`config.mk`:
```
export PLATFORM = sky130hd
export DESIGN_NAME = hada_op_arbiter
export DESIGN_NICKNAME = d
export VERILOG_FILES = /design/src/rtl/hada_pkg.sv /design/src/rtl/hada_op_unit.sv /design/src/rtl/hada_op_arbiter.sv
export SDC_FILE = /design/constraint.sdc
export NUM_CORES = 1
export LEC_CHECK = 0
export CAP_MARGIN = 0
export CORE_MARGIN = 3
export CORE_UTILIZATION = 49
export CTS_CLUSTER_SIZE = 40
export DETAILED_ROUTE_END_ITERATION = 16
export PLACE_DENSITY = 0.89
export SETUP_SLACK_MARGIN = 0.1
export SKIP_LAST_GASP = 1
export SLEW_MARGIN = 15
export SYNTH_ARGS = -nofsm -noshare
export SYNTH_HDL_FRONTEND = slang
export SYNTH_SLANG_ARGS = --single-unit
```
`constraint.sdc`:
```
create_clock -name clk -period 11.5 [get_ports clk]
set_input_delay 1.725 -clock clk [delete_from_list [all_inputs] [get_ports clk]]
set_output_delay 1.725 -clock clk [all_outputs]
set_load 0.02 [all_outputs]
```
`src/rtl/hada_pkg.sv`:
```
// Shared encodings and scalar operator semantics for the hada operator unit.
// Requesters import this package so opcode/width encodings stay in one place.
package hada;

  typedef enum logic [1:0] {
    OP_ABS     = 2'd0,
    OP_SIGNUM  = 2'd1,
    OP_SIGNUMU = 2'd2,
    OP_CONS    = 2'd3
  } op_t;

  typedef enum logic [1:0] {
    W_8  = 2'd0,
    W_16 = 2'd1,
    W_32 = 2'd2,
    W_64 = 2'd3
  } width_t;

  function automatic logic [63:0] cons_w(input logic [63:0] d, input width_t w);
    case (w)
      W_8:     return {{56{d[7]}}, d[7:0]};
      W_16:    return {{48{d[15]}}, d[15:0]};
      W_32:    return {{32{d[31]}}, d[31:0]};
      default: return d;
    endcase
  endfunction

  function automatic logic [63:0] zext_w(input logic [63:0] d, input width_t w);
    case (w)
      W_8:     return {56'd0, d[7:0]};
      W_16:    return {48'd0, d[15:0]};
      W_32:    return {32'd0, d[31:0]};
      default: return d;
    endcase
  endfunction

  // Negating the sign-extended value and re-truncating makes the most
  // negative value wrap to itself at the selected width.
  function automatic logic [63:0] abs_w(input logic [63:0] d, input width_t w);
    logic [63:0] s;
    s = cons_w(d, w);
    return cons_w(s[63] ? -s : s, w);
  endfunction

  function automatic logic [63:0] signum_s(input logic [63:0] d, input width_t w);
    logic [63:0] s;
    s = cons_w(d, w);
    if (s == 64'd0) return 64'd0;
    else if (s[63]) return '1;
    else return 64'd1;
  endfunction

  function automatic logic [63:0] signum_u(input logic [63:0] d, input width_t w);
    return (zext_w(d, w) != 64'd0) ? 64'd1 : 64'd0;
  endfunction

endpackage

```
`src/rtl/hada_op_unit.sv`:
```
// Combinational scalar operator: applies one opcode at one operand width,
// producing a 64-bit extended result.
module hada_op_unit
  import hada::*;
(
  input  logic [1:0]  op,
  input  logic [1:0]  width,
  input  logic [63:0] data,
  output logic [63:0] result
);

  op_t    op_e;
  width_t width_e;

  assign op_e    = op_t'(op);
  assign width_e = width_t'(width);

  always_comb begin
    result = '0;
    case (op_e)
      OP_ABS:     result = abs_w(data, width_e);
      OP_SIGNUM:  result = signum_s(data, width_e);
      OP_SIGNUMU: result = signum_u(data, width_e);
      OP_CONS:    result = cons_w(data, width_e);
      default:    result = '0;
    endcase
  end

endmodule

```
`src/rtl/hada_op_arbiter.sv`:
```
// Round-robin time-sharing of one hada_op_unit among NREQ requesters with a
// single-entry result register (1-cycle latency, same-cycle drain/refill).
//   state | meaning
//   EMPTY | no result held, any granted request is accepted
//   FULL  | result held on rsp_*, accept only if rsp_ready drains it
module hada_op_arbiter
  import hada::*;
#(
  parameter int NREQ = 4,
  parameter int IDW  = $clog2(NREQ)
) (
  input  logic                clk,
  input  logic                rst_n,
  input  logic [NREQ-1:0]     req_valid,
  output logic [NREQ-1:0]     req_ready,
  input  logic [2*NREQ-1:0]   req_op,
  input  logic [2*NREQ-1:0]   req_width,
  input  logic [64*NREQ-1:0]  req_data,
  output logic                rsp_valid,
  input  logic                rsp_ready,
  output logic [IDW-1:0]      rsp_id,
  output logic [63:0]         rsp_data
);

  typedef enum logic {EMPTY = 1'b0, FULL = 1'b1} state_t;

  state_t         state_q, state_d;
  logic [IDW-1:0] rr_ptr;
  logic [IDW-1:0] grant;
  logic [IDW-1:0] ptr_next;
  logic           found;
  logic           accept;
  logic [63:0]    op_result;
  int             idx;

  logic [1:0]     op_arr    [NREQ];
  logic [1:0]     width_arr [NREQ];
  logic [63:0]    data_arr  [NREQ];

  always_comb begin
    for (int i = 0; i < NREQ; i++) begin
      op_arr[i]    = req_op[2*i +: 2];
      width_arr[i] = req_width[2*i +: 2];
      data_arr[i]  = req_data[64*i +: 64];
    end
  end

  // First valid requester at or above rr_ptr, wrapping modulo NREQ.
  always_comb begin
    found = 1'b0;
    grant = '0;
    idx   = 0;
    for (int i = 0; i < NREQ; i++) begin
      idx = (int'(rr_ptr) + i) % NREQ;
      if (!found && req_valid[IDW'(idx)]) begin
        found = 1'b1;
        grant = IDW'(idx);
      end
    end
  end

  assign accept   = found && ((state_q == EMPTY) || rsp_ready);
  assign ptr_next = (grant == IDW'(NREQ - 1)) ? '0 : grant + IDW'(1);

  always_comb begin
    req_ready = '0;
    if (accept) req_ready[grant] = 1'b1;
  end

  hada_op_unit u_op_unit (
    .op     (op_arr[grant]),
    .width  (width_arr[grant]),
    .data   (data_arr[grant]),
    .result (op_result)
  );

  always_ff @(posedge clk or negedge rst_n) begin
    if (!rst_n) state_q <= EMPTY;
    else        state_q <= state_d;
  end

  always_comb begin
    state_d = state_q;
    case (state_q)
      EMPTY:   if (accept) state_d = FULL;
      FULL:    if (rsp_ready && !accept) state_d = EMPTY;
      default: state_d = EMPTY;
    endcase
  end

  always_ff @(posedge clk or negedge rst_n) begin
    if (!rst_n) begin
      rr_ptr   <= '0;
      rsp_id   <= '0;
      rsp_data <= '0;
    end else if (accept) begin
      rr_ptr   <= ptr_next;
      rsp_id   <= grant;
      rsp_data <= op_result;
    end
  end

  assign rsp_valid = (state_q == FULL);

endmodule

```
# Yosys cells after proc, flatten, opt, wreduce, memory -nomap -nowiden
# Index checks and enable logic that the tools add are counted.
# op_classes
addsub	5
order_cmp	7
eq_ne	6
n_mux	47
bitwise	2
n_reduce_logical	15
# ops
op	count
64-bit one-hot mux with 3 select lines	3
64-bit two-way mux	8
64-bit one-hot mux with 4 select lines	1
64-bit binary-select mux with 2-bit select	1
64-bit zero test	1
64-bit negation	1
64-bit nonzero test	1
2-bit two-way mux	9
2-bit by 4-bit less-than comparator with 1-bit output, second input constant	4
1-bit two-way mux	16
1-bit binary-select mux with 2-bit select	4
2-bit binary-select mux with 2-bit select	2
2-bit == test, second input constant	4
1-bit logical AND	6
2-bit by 1-bit adder with 2-bit output, second input constant	2
2-bit adder, second input constant	2
2-bit by 1-bit == test with 1-bit output, second input constant	2
1-bit zero test	4
2-bit zero test	2
4-bit two-way mux	1
3-bit >= comparator, second input constant	1
2-bit by 3-bit less-than comparator with 1-bit output, second input constant	1
2-bit NOT with 3-bit output	1
1-bit demux with 2-bit select	1
other kinds (4)	4
# totals
ff_bits	69
input_bits	279
output_inout_bits	71
word_cells	86

# Depth between registers and ports, before layout
# Gate-level depths: netlist of run 1.
# logic_depth
ltp_word	24
depth_mapped	19

# Modules after synthesis
# A second synthesis of run 1 with hierarchy kept.
# unflattened
hier_cells	1202
area_unflattened_um2	8690.8
# by_module_without_submodules
module	n_inst	cells_per_inst	area_per_inst_um2	seq_area_each_um2
hada_op_arbiter	1	537	4912.2	1726.7
hada_op_unit	1	665	3778.6	0.0

# Worst setup path before layout of run 1
# Ideal clock, no wire load.
# synth_path
path_kind	input-to-output
start	input req_valid[2]
end	output req_ready[1]
arrival_ns	3.654
t_required_ns	9.775
path_slack_ns	6.121
path_stages	11
cell_sequence	nor2b_2 > o21bai_1 > and3_1 > buf_6 > buf_2 > buf_2 > buf_2 > buf_2 > buf_2 > ha_1 > and2_1
# synth_between
elab_chain_len	18
# synth_lines
item	line_no	source
from (decl)	hada_op_arbiter.sv:14	input logic [NREQ-1:0] req_valid,
1-bit binary-select mux with 2-bit select	hada_op_arbiter.sv:55	if (!found && req_valid[IDW'(idx)]) begin
1-bit two-way mux (implied by the code) (2 in a row)	hada_op_arbiter.sv:55	
1-bit two-way mux	hada_op_arbiter.sv:55	
1-bit zero test	hada_op_arbiter.sv:55	
1-bit logical AND	hada_op_arbiter.sv:55	
1-bit two-way mux	hada_op_arbiter.sv:55	
1-bit zero test	hada_op_arbiter.sv:55	
1-bit logical AND	hada_op_arbiter.sv:55	
[2 not listed]	--	
1-bit logical AND	hada_op_arbiter.sv:55	
2-bit two-way mux *	hada_op_arbiter.sv:55	
named net grant[0]	hada_op_arbiter.sv:29	logic [IDW-1:0] grant;
2-bit by 3-bit less-than comparator with 1-bit output (implied by the code) or 2-bit by 1-bit >= comparator with 1-bit output (tied branches)	hada_op_arbiter.sv:67	if (accept) req_ready[grant] = 1'b1;
1-bit logical AND (implied by the code)	hada_op_arbiter.sv:67	
1-bit two-way mux (implied by the code)	hada_op_arbiter.sv:67	
1-bit demux with 2-bit select *	hada_op_arbiter.sv:67	
4-bit two-way mux *	hada_op_arbiter.sv:67	
to (decl)	hada_op_arbiter.sv:15	output logic [NREQ-1:0] req_ready,
# Mark *: on every way through the listed nets, which the timed path passes. The rest lies on a longest branch. The select of a mux whose other input is x is not followed.

# Worst setup path after layout of run 1
# layout_path
start	input req_valid[0]
end	register rsp_data[41]
# layout_between
elab_chain_len	24
# layout_lines
item	line_no	source
1-bit binary-select mux with 2-bit select	hada_op_arbiter.sv:55	
1-bit two-way mux (implied by the code) (2 in a row)	hada_op_arbiter.sv:55	
1-bit two-way mux	hada_op_arbiter.sv:55	
1-bit zero test	hada_op_arbiter.sv:55	
1-bit logical AND	hada_op_arbiter.sv:55	
1-bit two-way mux	hada_op_arbiter.sv:55	
1-bit zero test	hada_op_arbiter.sv:55	
1-bit logical AND	hada_op_arbiter.sv:55	
[6 not listed]	--	
2-bit two-way mux (implied by the code) (2 in a row)	hada_op_arbiter.sv:72	.width (width_arr[grant]),
2-bit == test (tied with other cells)	hada_pkg.sv:20	case (w)
64-bit one-hot mux with 3 select lines	hada_pkg.sv:20	
64-bit two-way mux	hada_op_unit.sv:20	case (op_e)
64-bit negation	hada_pkg.sv:42	return cons_w(s[63] ? -s : s, w);
64-bit two-way mux	hada_pkg.sv:42	
64-bit one-hot mux with 3 select lines	hada_pkg.sv:20	
64-bit one-hot mux with 4 select lines	hada_op_unit.sv:20	
to (signal assigned)	hada_op_arbiter.sv:99	rsp_data <= op_result;
to (decl)	hada_op_arbiter.sv:22	output logic [63:0] rsp_data
# Parallel ways exist; a longest one is shown, timed or not. The select of a mux whose other input is x is not followed.
# A chain may end at the register's enable or synchronous reset.

==> results of run 1 <==
## registers in the layout, indices dropped and copies added (netlist names)
signal / count
rsp_id: 2
rr_ptr: 2
rsp_data: 64
rsp_valid: 1
## synth_stat cells (11+ instances only)
| master | instances | area [um^2] |
|---|---|---|
| sky130_fd_sc_hd__buf_2 | 27 | 135 |
| sky130_fd_sc_hd__a21boi_0 | 13 | 97.6 |
| sky130_fd_sc_hd__xnor2_1 | 26 | 228 |
| sky130_fd_sc_hd__nand2_1 | 197 | 739 |
| sky130_fd_sc_hd__inv_1 | 11 | 41.3 |
| sky130_fd_sc_hd__nand3_1 | 73 | 365 |
| sky130_fd_sc_hd__a21oi_2 | 11 | 96.3 |
| sky130_fd_sc_hd__nand4_1 | 11 | 68.8 |
| sky130_fd_sc_hd__mux2_2 | 37 | 417 |
| sky130_fd_sc_hd__a221oi_2 | 12 | 180 |
| sky130_fd_sc_hd__clkbuf_1 | 39 | 146 |
| sky130_fd_sc_hd__nor2_1 | 100 | 375 |
| sky130_fd_sc_hd__o31ai_1 | 12 | 90.1 |
| sky130_fd_sc_hd__and3_1 | 13 | 81.3 |
| sky130_fd_sc_hd__a21oi_1 | 110 | 551 |
| sky130_fd_sc_hd__a31oi_1 | 20 | 125 |
| sky130_fd_sc_hd__o21ai_0 | 85 | 425 |
| sky130_fd_sc_hd__a211oi_1 | 17 | 128 |
| sky130_fd_sc_hd__buf_4 | 11 | 82.6 |
| sky130_fd_sc_hd__o22ai_1 | 14 | 87.6 |
| sky130_fd_sc_hd__and2_1 | 17 | 106 |
| sky130_fd_sc_hd__o21ai_1 | 15 | 75.1 |
| sky130_fd_sc_hd__dfrtp_1 | 69 | 1730 |
| sky130_fd_sc_hd__xor2_1 | 22 | 193 |
| sky130_fd_sc_hd__mux2i_1 | 78 | 781 |
## cell usage in the layout (no fill, tap or decap), types with 11 or more instances in the layout
cell type and count:
sky130_fd_sc_hd__a211oi_1 17, sky130_fd_sc_hd__a21boi_0 13, sky130_fd_sc_hd__a21oi_1 109, sky130_fd_sc_hd__a221oi_2 12, sky130_fd_sc_hd__a31oi_1 20, sky130_fd_sc_hd__and2_1 17
sky130_fd_sc_hd__and3_1 12, sky130_fd_sc_hd__buf_4 15, sky130_fd_sc_hd__clkdlybuf4s50_1 348, sky130_fd_sc_hd__dfrtp_1 69, sky130_fd_sc_hd__inv_1 11, sky130_fd_sc_hd__mux2_2 37
sky130_fd_sc_hd__mux2i_1 78, sky130_fd_sc_hd__nand2_1 197, sky130_fd_sc_hd__nand3_1 73, sky130_fd_sc_hd__nand4_1 11, sky130_fd_sc_hd__nor2_1 99, sky130_fd_sc_hd__o21ai_0 85
sky130_fd_sc_hd__o21ai_1 15, sky130_fd_sc_hd__o22ai_1 14, sky130_fd_sc_hd__o31ai_1 12, sky130_fd_sc_hd__xnor2_1 26, sky130_fd_sc_hd__xor2_1 22
## stage by stage
stage          worst slack, ns  instance area (um^2)
2_1_floorplan             6.12                  8820
3_3_place_gp              4.44                 12200
3_5_place_dp              4.26                 12200
4_1_cts                   4.54                 12500
5_1_grt                   3.97                 12500
6_report                  4.37                 12500
## worst min-delay path: stages, from the launching register on
cell and delay (ns):
sky130_fd_sc_hd__dfrtp_1 0.34, sky130_fd_sc_hd__nand2_1 0.05, sky130_fd_sc_hd__o21ai_0 0.06
## final timing paths
path                              startpoint            to
worst max-delay path            req_valid[0]  rsp_data[41]
worst min-delay path            rsp_data[22]  rsp_data[22]
worst max register to register     rr_ptr[1]  rsp_data[41]
worst min register to register  rsp_data[22]  rsp_data[22]
max in group asynchronous              rst_n  rsp_data[55]
min in group asynchronous              rst_n     rsp_id[0]
## layer usage
metal | routed length [um] | vias up | global-route usage
met5 | 0 | - | 0
met3 | 3830 | 224 | 0.0898
li1 | - | 4943 | -
met1 | 14900 | 5110 | 0.464
met4 | 3070 | 0 | 0.250
met2 | 19400 | 785 | 0.673
## power by group through the flow
stage                     combinational (mW)  sequential (mW)  clock (mW)
after floorplan                         1.74            0.559           0
after global placement                  2.67            0.440           0
after detailed placement                2.70            0.441           0
after CTS                               2.72            0.441       0.301
after global routing                    2.98            0.454       0.313
final                                   2.81            0.443       0.303
## cells by family after synthesis
logic type / Yosys count
AOI/OAI and AO/OA: 386
xor gates and xnor gates: 48
adders and majority gates: 5
buffers and inverters: 106
DFF: 69
muxes: 120
and+or+nand+nor: 464
## cell type report
type | instances | area, um^2
flip-flops and latches | 69 | 1730
clock buffers | 11 | 243
fillers | 1429 | 4970
well taps | 225 | 282
inverters | 13 | 53.8
multi-input cells | 1023 | 6530
clock inverters | 4 | 72.6
repair buffers | 364 | 3600
==> metrics.csv, run 1 <==
stage,metric,value,unit
run,number of maximum-capacitance violations,0,
layout,synthesis-to-layout area growth,41.8,%
worst_setup_path,Critical-path top delay cell,sky130_fd_sc_hd__o21ai_1,
logic_synthesis,fraction of the yosys area taken by sequential cells,0.196,
logic_synthesis,synth warn,0,
power,overall power,3.55,mW
die,Boundary Pins,350,
sta,period utilisation layout,0.620,
die,Site Rows,48,
logic_synthesis,most used flip-flop cell after synthesis,sky130_fd_sc_hd__dfrtp_1,
layout,core occupancy in the finished layout,0.716,
placed_design,RePlAce Congestion,1.08,
die,Die Span Y,140,um
clock_network,number of gates given a new drive strength after cts,0,
logic_synthesis,Post-Synthesis Cells,1198,
worst_setup_path,Arrival @ worst endpoint,7.34,ns
logic_synthesis,post-synthesis xor/xnor area fraction,0.0476,
clock_network,Clock Path Buffers,2,
die,area of the die,0.0197,mm^2
die,standard cell core area,0.0175,mm^2
global_route,Overflow after GRT,0,
clock_network,hold bufs inserted after CTS,0,
sta,unrepaired setup endpoints after global routing,false,
worst_setup_path,Critical Path Fanout Max,64,
worst_setup_path,Critical Path Sink Type,register,
worst_setup_path,critical setup path kind,input port to register,
logic_synthesis,"share of synthesized cell area in full adder, half adder and majority cells",0.00709,
clock_network,Post-CTS Repair Setup Buffers,0,
power,fraction of power spent switching nets,0.555,
power,pwr dens,284,mW/mm^2
sta,Max Transition Viols Final,0,
logic_synthesis,number of nets produced by synthesis,1482,
logic_synthesis,synthesized-area fraction occupied by and/or/nand/nor cells,0.245,
detailed_routing,total number of vias,11100,
global_route,antenna violations before repair,0,
worst_setup_path,required time of the critical path,11.71,ns
layout,"count of placed standard cells in the final layout, fillers left out",1709,
worst_setup_path,Worst path top cell family by delay,compound AO/OA/AOI/OAI gates,
logic_synthesis,share of cell area taken by muxes after synthesis,0.145,
worst_setup_path,nature of the critical path startpoint,input port,
power,worst supply voltage drop on vdd,249,uV
die,initial standard-cell utilization of the core,0.505,
worst_hold_path,Min-Delay Path Class,register to register,
sta,setup_tns,0,ns
detailed_routing,total iterations of the first detailed-routing run,7,
clock_network,latest clock arrival within the worst-skew pair,0.34,ns
power,part of the power in the clock network,0.085,
sta,WHS,0.485,ns
logic_synthesis,fraction of synthesis flops using an asynchronous set or reset pin,1.00,
sta,number of hold-slack violations in the final timing report,0,
sta,fmax,0.140,GHz
worst_setup_path,Crit path largest cell delay,0.87,ns
detailed_routing,average vias per placed instance,6.47,
detailed_routing,first-iteration detailed-routing DRC count,1314,
worst_hold_path,cell depth of the worst min-delay path,2,
layout,number of diodes added for antenna fixing,0,
power,sequential power share,0.125,
clock_network,Clock Pin Slew Worst Setup and Hold Paths,0.06,ns
global_route,Total GRT Usage,0.402,
sta,post-route minimum period,7.13,ns
layout,proportion of layout cells with a drive suffix above 1,0.0950,
worst_setup_path,Levels on crit path,14,
logic_synthesis,flip-flop and latch count after synthesis,69,
logic_synthesis,combinational family with the most area after synthesis,compound AO/OA/AOI/OAI gates,
global_route,maximum number of pins on one net before global-route repair,71,
power,Internal,1.58,mW
worst_setup_path,Bufs and invs on worst path,4,
sta,Worst Tran Pin Value,1.00,ns
power,leakage power of the design,5.02,nW
global_route,number of global-route vias before repair,11000,
sta,Finish-stage setup viols,0,
detailed_routing,DRC errors left,0,
sta,Worst slew margin,0.331,
detailed_routing,Antenna Violating Nets Remaining,0,
clock_network,number of H-tree levels,3,
power,logic gate share of total power,0.790,
logic_synthesis,count of flip-flops with a built-in enable after synthesis,0,
placed_design,PortBufs,349,
die,Die Wd,140,um
detailed_routing,detailed-route wire length,41.2,mm
layout,Nets,1764,
clock_network,clock tree from TritonCTS,done,
logic_synthesis,share of the synthesized area in compound gates (AO/OA/AOI/OAI),0.293,
logic_synthesis,mean area per synthesized cell,7.37,um^2
detailed_routing,Wirelength per Cell,24.1,um
global_route,wire length of the first global-routing pass,62.5,mm
placed_design,HPWL after detailed placement,31.5,mm
sta,worst clock skew,0.00561,ns
logic_synthesis,Synth cell types,89,
status,run status,"complete, no violations",
placed_design,dpl cells,1694,
worst_setup_path,Worst path most repeated cell,sky130_fd_sc_hd__nand2_1,
clock_network,root cell of the clock tree,sky130_fd_sc_hd__clkbuf_16,
logic_synthesis,"Cell Area, Synth",0.00882,mm^2
clock_network,# clock sinks,69,
clock_network,cts bufs inserted,9,
worst_setup_path,number of cells traversed by the worst register-to-register path,13,
power,net load switching power,1.97,mW
worst_setup_path,cell chain of the critical path,clkdlybuf4s50_1 -> nand2_1 -> a211oi_2 -> nor2_4 -> buf_4 -> inv_2 -> buf_4 -> mux2_2 -> nand2_1 -> nand2_1 -> o21ai_1 -> nand2_1 -> o22ai_1 -> a21oi_2,
worst_setup_path,worst reg-to-reg setup slack,5.86,ns
Note: power is estimated with default switching activity, not from simulation.
==> run 2: changes to the inputs <==
Settings changed: CORE_UTILIZATION 49 to 45, PLACE_DENSITY 0.89 to 0.83.
Clock period 11.5 ns to 6.6 ns, I/O delays scaled along.
==> run 2 against run 1 <==
  * Critical path depth increased by 2
  * Combinational power increased by 78%
  * First-iteration DRC count decreased by 10%
  * Hold slack got worse by 0.0038 ns
  * Non-clock buffer count increased by 16
  * Clock power increased by 80%
==> metrics.csv, run 2 (synthesized netlist as in run 1, its figures left out) <==
stage,metric,value,unit,change
status,run status,"complete, no violations",,unchanged
sta,Worst slew margin,0.366,,was 0.331
placed_design,PortBufs,349,,unchanged
worst_setup_path,Critical Path Fanout Max,58,,was 64
global_route,Overflow after GRT,0,,unchanged
sta,period utilisation layout,0.848,,
sta,worst clock skew,0.00857,ns,was 0.00561 ns
global_route,number of global-route vias before repair,10800,,"was 11,000"
layout,proportion of layout cells with a drive suffix above 1,0.105,,was 0.0950
die,Die Span Y,146,um,was 140 um
clock_network,latest clock arrival within the worst-skew pair,0.34,ns,about the same
clock_network,number of H-tree levels,3,,unchanged
worst_setup_path,nature of the critical path startpoint,input port,,unchanged
layout,synthesis-to-layout area growth,43.7,%,was 41.8%
sta,number of hold-slack violations in the final timing report,0,,unchanged
detailed_routing,total iterations of the first detailed-routing run,8,,was 7
clock_network,root cell of the clock tree,sky130_fd_sc_hd__clkbuf_16,,unchanged
sta,unrepaired setup endpoints after global routing,false,,unchanged
clock_network,number of gates given a new drive strength after cts,0,,unchanged
worst_setup_path,Worst path top cell family by delay,buffers and inverters,,was compound AO/OA/AOI/OAI gates
clock_network,clock tree from TritonCTS,done,,unchanged
detailed_routing,Wirelength per Cell,24.1,um,about the same
global_route,Total GRT Usage,0.379,,was 0.402
worst_setup_path,Arrival @ worst endpoint,5.79,ns,was 7.34 ns
layout,count of fill cells added during filler insertion,1678,,"was 1,429"
detailed_routing,first-iteration detailed-routing DRC count,1182,,"was 1,314"
worst_setup_path,cell chain of the critical path,clkdlybuf4s50_1 -> nor2b_2 -> o21bai_1 -> and3_2 -> inv_6 -> buf_4 -> mux2i_1 -> mux2_2 -> a311oi_1 -> a2111o_1 -> and4bb_1 -> nand4_1 -> nor2_1 -> a21oi_1 -> xor2_1 -> a21oi_1,,was clkdlybuf4s50_1 -> nand2_1 -> a211oi_2 -> nor2_4 -> buf_4 -> inv_2 -> buf_4 -> mux2_2 -> nand2_1 -> nand2_1 -> o21ai_1 -> nand2_1 -> o22ai_1 -> a21oi_2
worst_setup_path,Critical Path Sink Type,register,,unchanged
clock_network,hold bufs inserted after CTS,0,,unchanged
power,pwr dens,499,mW/mm^2,was 284 mW/mm^2
layout,max FFs per register,64,,unchanged
sta,Finish-stage setup viols,0,,unchanged
sta,fmax,0.179,GHz,
power,overall power,6.32,mW,was 3.55 mW
worst_hold_path,Min-Delay Path Class,register to register,,unchanged
detailed_routing,total number of vias,11100,,about the same
sta,Max Transition Viols Final,0,,unchanged
sta,post-route minimum period,5.60,ns,
die,Boundary Pins,350,,unchanged
worst_setup_path,critical setup path kind,input port to register,,unchanged
layout,Nets,1780,,"was 1,764"
clock_network,# clock sinks,69,,unchanged
placed_design,dpl cells,1745,,"was 1,694"
layout,"count of placed standard cells in the final layout, fillers left out",1763,,"was 1,709"
run,number of maximum-capacitance violations,0,,unchanged
power,worst supply voltage drop on vdd,315,uV,was 249 uV
worst_setup_path,Crit path largest cell delay,0.67,ns,was 0.87 ns
clock_network,Clock Pin Slew Worst Setup and Hold Paths,0.06,ns,about the same
sta,setup_tns,0,ns,unchanged
worst_setup_path,required time of the critical path,6.80,ns,was 11.71 ns
worst_setup_path,Bufs and invs on worst path,3,,was 4
global_route,maximum number of pins on one net before global-route repair,70,,was 71
layout,total area of multi-input combinational cells,0.00652,mm^2,was 0.00653 mm^2
worst_setup_path,worst reg-to-reg setup slack,1.78,ns,was 5.86 ns
detailed_routing,average vias per placed instance,6.28,,was 6.47
die,Die Wd,146,um,was 140 um
worst_setup_path,Worst path most repeated cell,sky130_fd_sc_hd__a21oi_1,,was sky130_fd_sc_hd__nand2_1
die,Site Rows,50,,was 48
detailed_routing,Antenna Violating Nets Remaining,0,,unchanged
layout,"leading cell type in the layout, fill and taps excluded",sky130_fd_sc_hd__clkdlybuf4s50_1,,unchanged
clock_network,cts bufs inserted,9,,unchanged
clock_network,Clock Path Buffers,2,,unchanged
detailed_routing,detailed-route wire length,42.6,mm,was 41.2 mm
layout,"commonest non-fill, non-tap cells in the layout","348 x sky130_fd_sc_hd__clkdlybuf4s50_1, 197 x sky130_fd_sc_hd__nand2_1, 109 x sky130_fd_sc_hd__a21oi_1",,unchanged
layout,largest registers,"rsp_data: 64 flops, rr_ptr: 2 flops, rsp_id: 2 flops",,unchanged
detailed_routing,DRC errors left,0,,unchanged
global_route,wire length of the first global-routing pass,63.7,mm,was 62.5 mm
die,standard cell core area,0.0190,mm^2,was 0.0175 mm^2
worst_setup_path,Critical-path top delay cell,sky130_fd_sc_hd__buf_4,,was sky130_fd_sc_hd__o21ai_1
placed_design,HPWL after detailed placement,32.9,mm,was 31.5 mm
die,initial standard-cell utilization of the core,0.465,,was 0.505
die,area of the die,0.0213,mm^2,was 0.0197 mm^2
layout,register containing the most flip-flops in the final layout,rsp_data,,unchanged
sta,Worst Tran Pin Value,0.952,ns,was 1.00 ns
power,leakage power of the design,5.11,nW,was 5.02 nW
clock_network,Post-CTS Repair Setup Buffers,0,,unchanged
placed_design,RePlAce Congestion,1.03,,was 1.08
layout,area occupied by registers,0.00173,mm^2,unchanged
global_route,antenna violations before repair,0,,unchanged
run 2: changes by cell type in the layout (fill, tap and decap cells not counted), sizes merged:
cell | before | now
buf | 16 | 32
diode | 0 | 2
clkinv | 1 | 3
clkbuf | 11 | 10
run 2: cell type report:
cell class,instances,share of cell area
Antenna cell,2,0.000395
Clock buffer,10,0.0188
Clock inverter,6,0.00681
Inverter,13,0.00424
Multi-Input combinational cell,1023,0.514
Sequential cell,69,0.136
Tap cell,260,0.0257
Timing Repair Buffer,380,0.293
run 2: metrics by stage:
step                hold WS [ns]  worst slack [ns]   util  instance area [um^2]
CTS                        0.486              1.14  0.669                 12700
finish                     0.481              1.00  0.669                 12700
floorplan                  0.505              2.34      -                  8820
global route               0.499             0.799  0.669                 12700
detailed placement         0.472             0.807  0.651                 12300
global placement           0.467             0.780  0.651                 12300
run 2: worst register-to-register path: stages, from the launching register on:
cell and delay (ns):
sky130_fd_sc_hd__dfrtp_1 0.43, sky130_fd_sc_hd__nor2b_2 0.20, sky130_fd_sc_hd__o21ai_1 0.08, sky130_fd_sc_hd__and3_2 0.31, sky130_fd_sc_hd__inv_6 0.38, sky130_fd_sc_hd__buf_4 0.70, sky130_fd_sc_hd__mux2i_1 0.31, sky130_fd_sc_hd__mux2_2 0.41
sky130_fd_sc_hd__a311oi_1 0.60, sky130_fd_sc_hd__a2111o_1 0.15, sky130_fd_sc_hd__and4bb_1 0.21, sky130_fd_sc_hd__nand4_1 0.17, sky130_fd_sc_hd__nor2_1 0.09, sky130_fd_sc_hd__a21oi_1 0.31, sky130_fd_sc_hd__xor2_1 0.23, sky130_fd_sc_hd__a21oi_1 0.09
run 2: layer usage:
layer	routed length (um)	part of all wire	global-route usage	up-vias
met1	15700	0.37	0.444	5145
met2	20300	0.48	0.641	747
li1	-	-	-	4987
met3	3880	0.091	0.0894	194
met4	2710	0.064	0.208	0
met5	0	0	0	-
run 2: final timing paths:
check | startpoint | end | depth (start not counted)
max in group asynchronous | rst_n | rsp_data[60] | 2
max | req_valid[0] | rsp_data[51] | 16
min in group asynchronous | rst_n | rsp_id[0] | 2
min reg2reg | rsp_data[12] | rsp_data[12] | 2
min | rsp_data[12] | rsp_data[12] | 2
max reg2reg | rr_ptr[0] | rsp_data[51] | 15
run 2: power by group:
| part | switching, mW | internal (mW) | total [mW] | leakage [nW] |
|---|---|---|---|---|
| clock network | 0.203 | 0.341 | 0.544 | 0.158 |
| registers | 0.142 | 0.629 | 0.771 | 0.830 |
| logic | 3.17 | 1.84 | 5.01 | 4.12 |
| total | 3.51 | 2.81 | 6.32 | 5.11 |
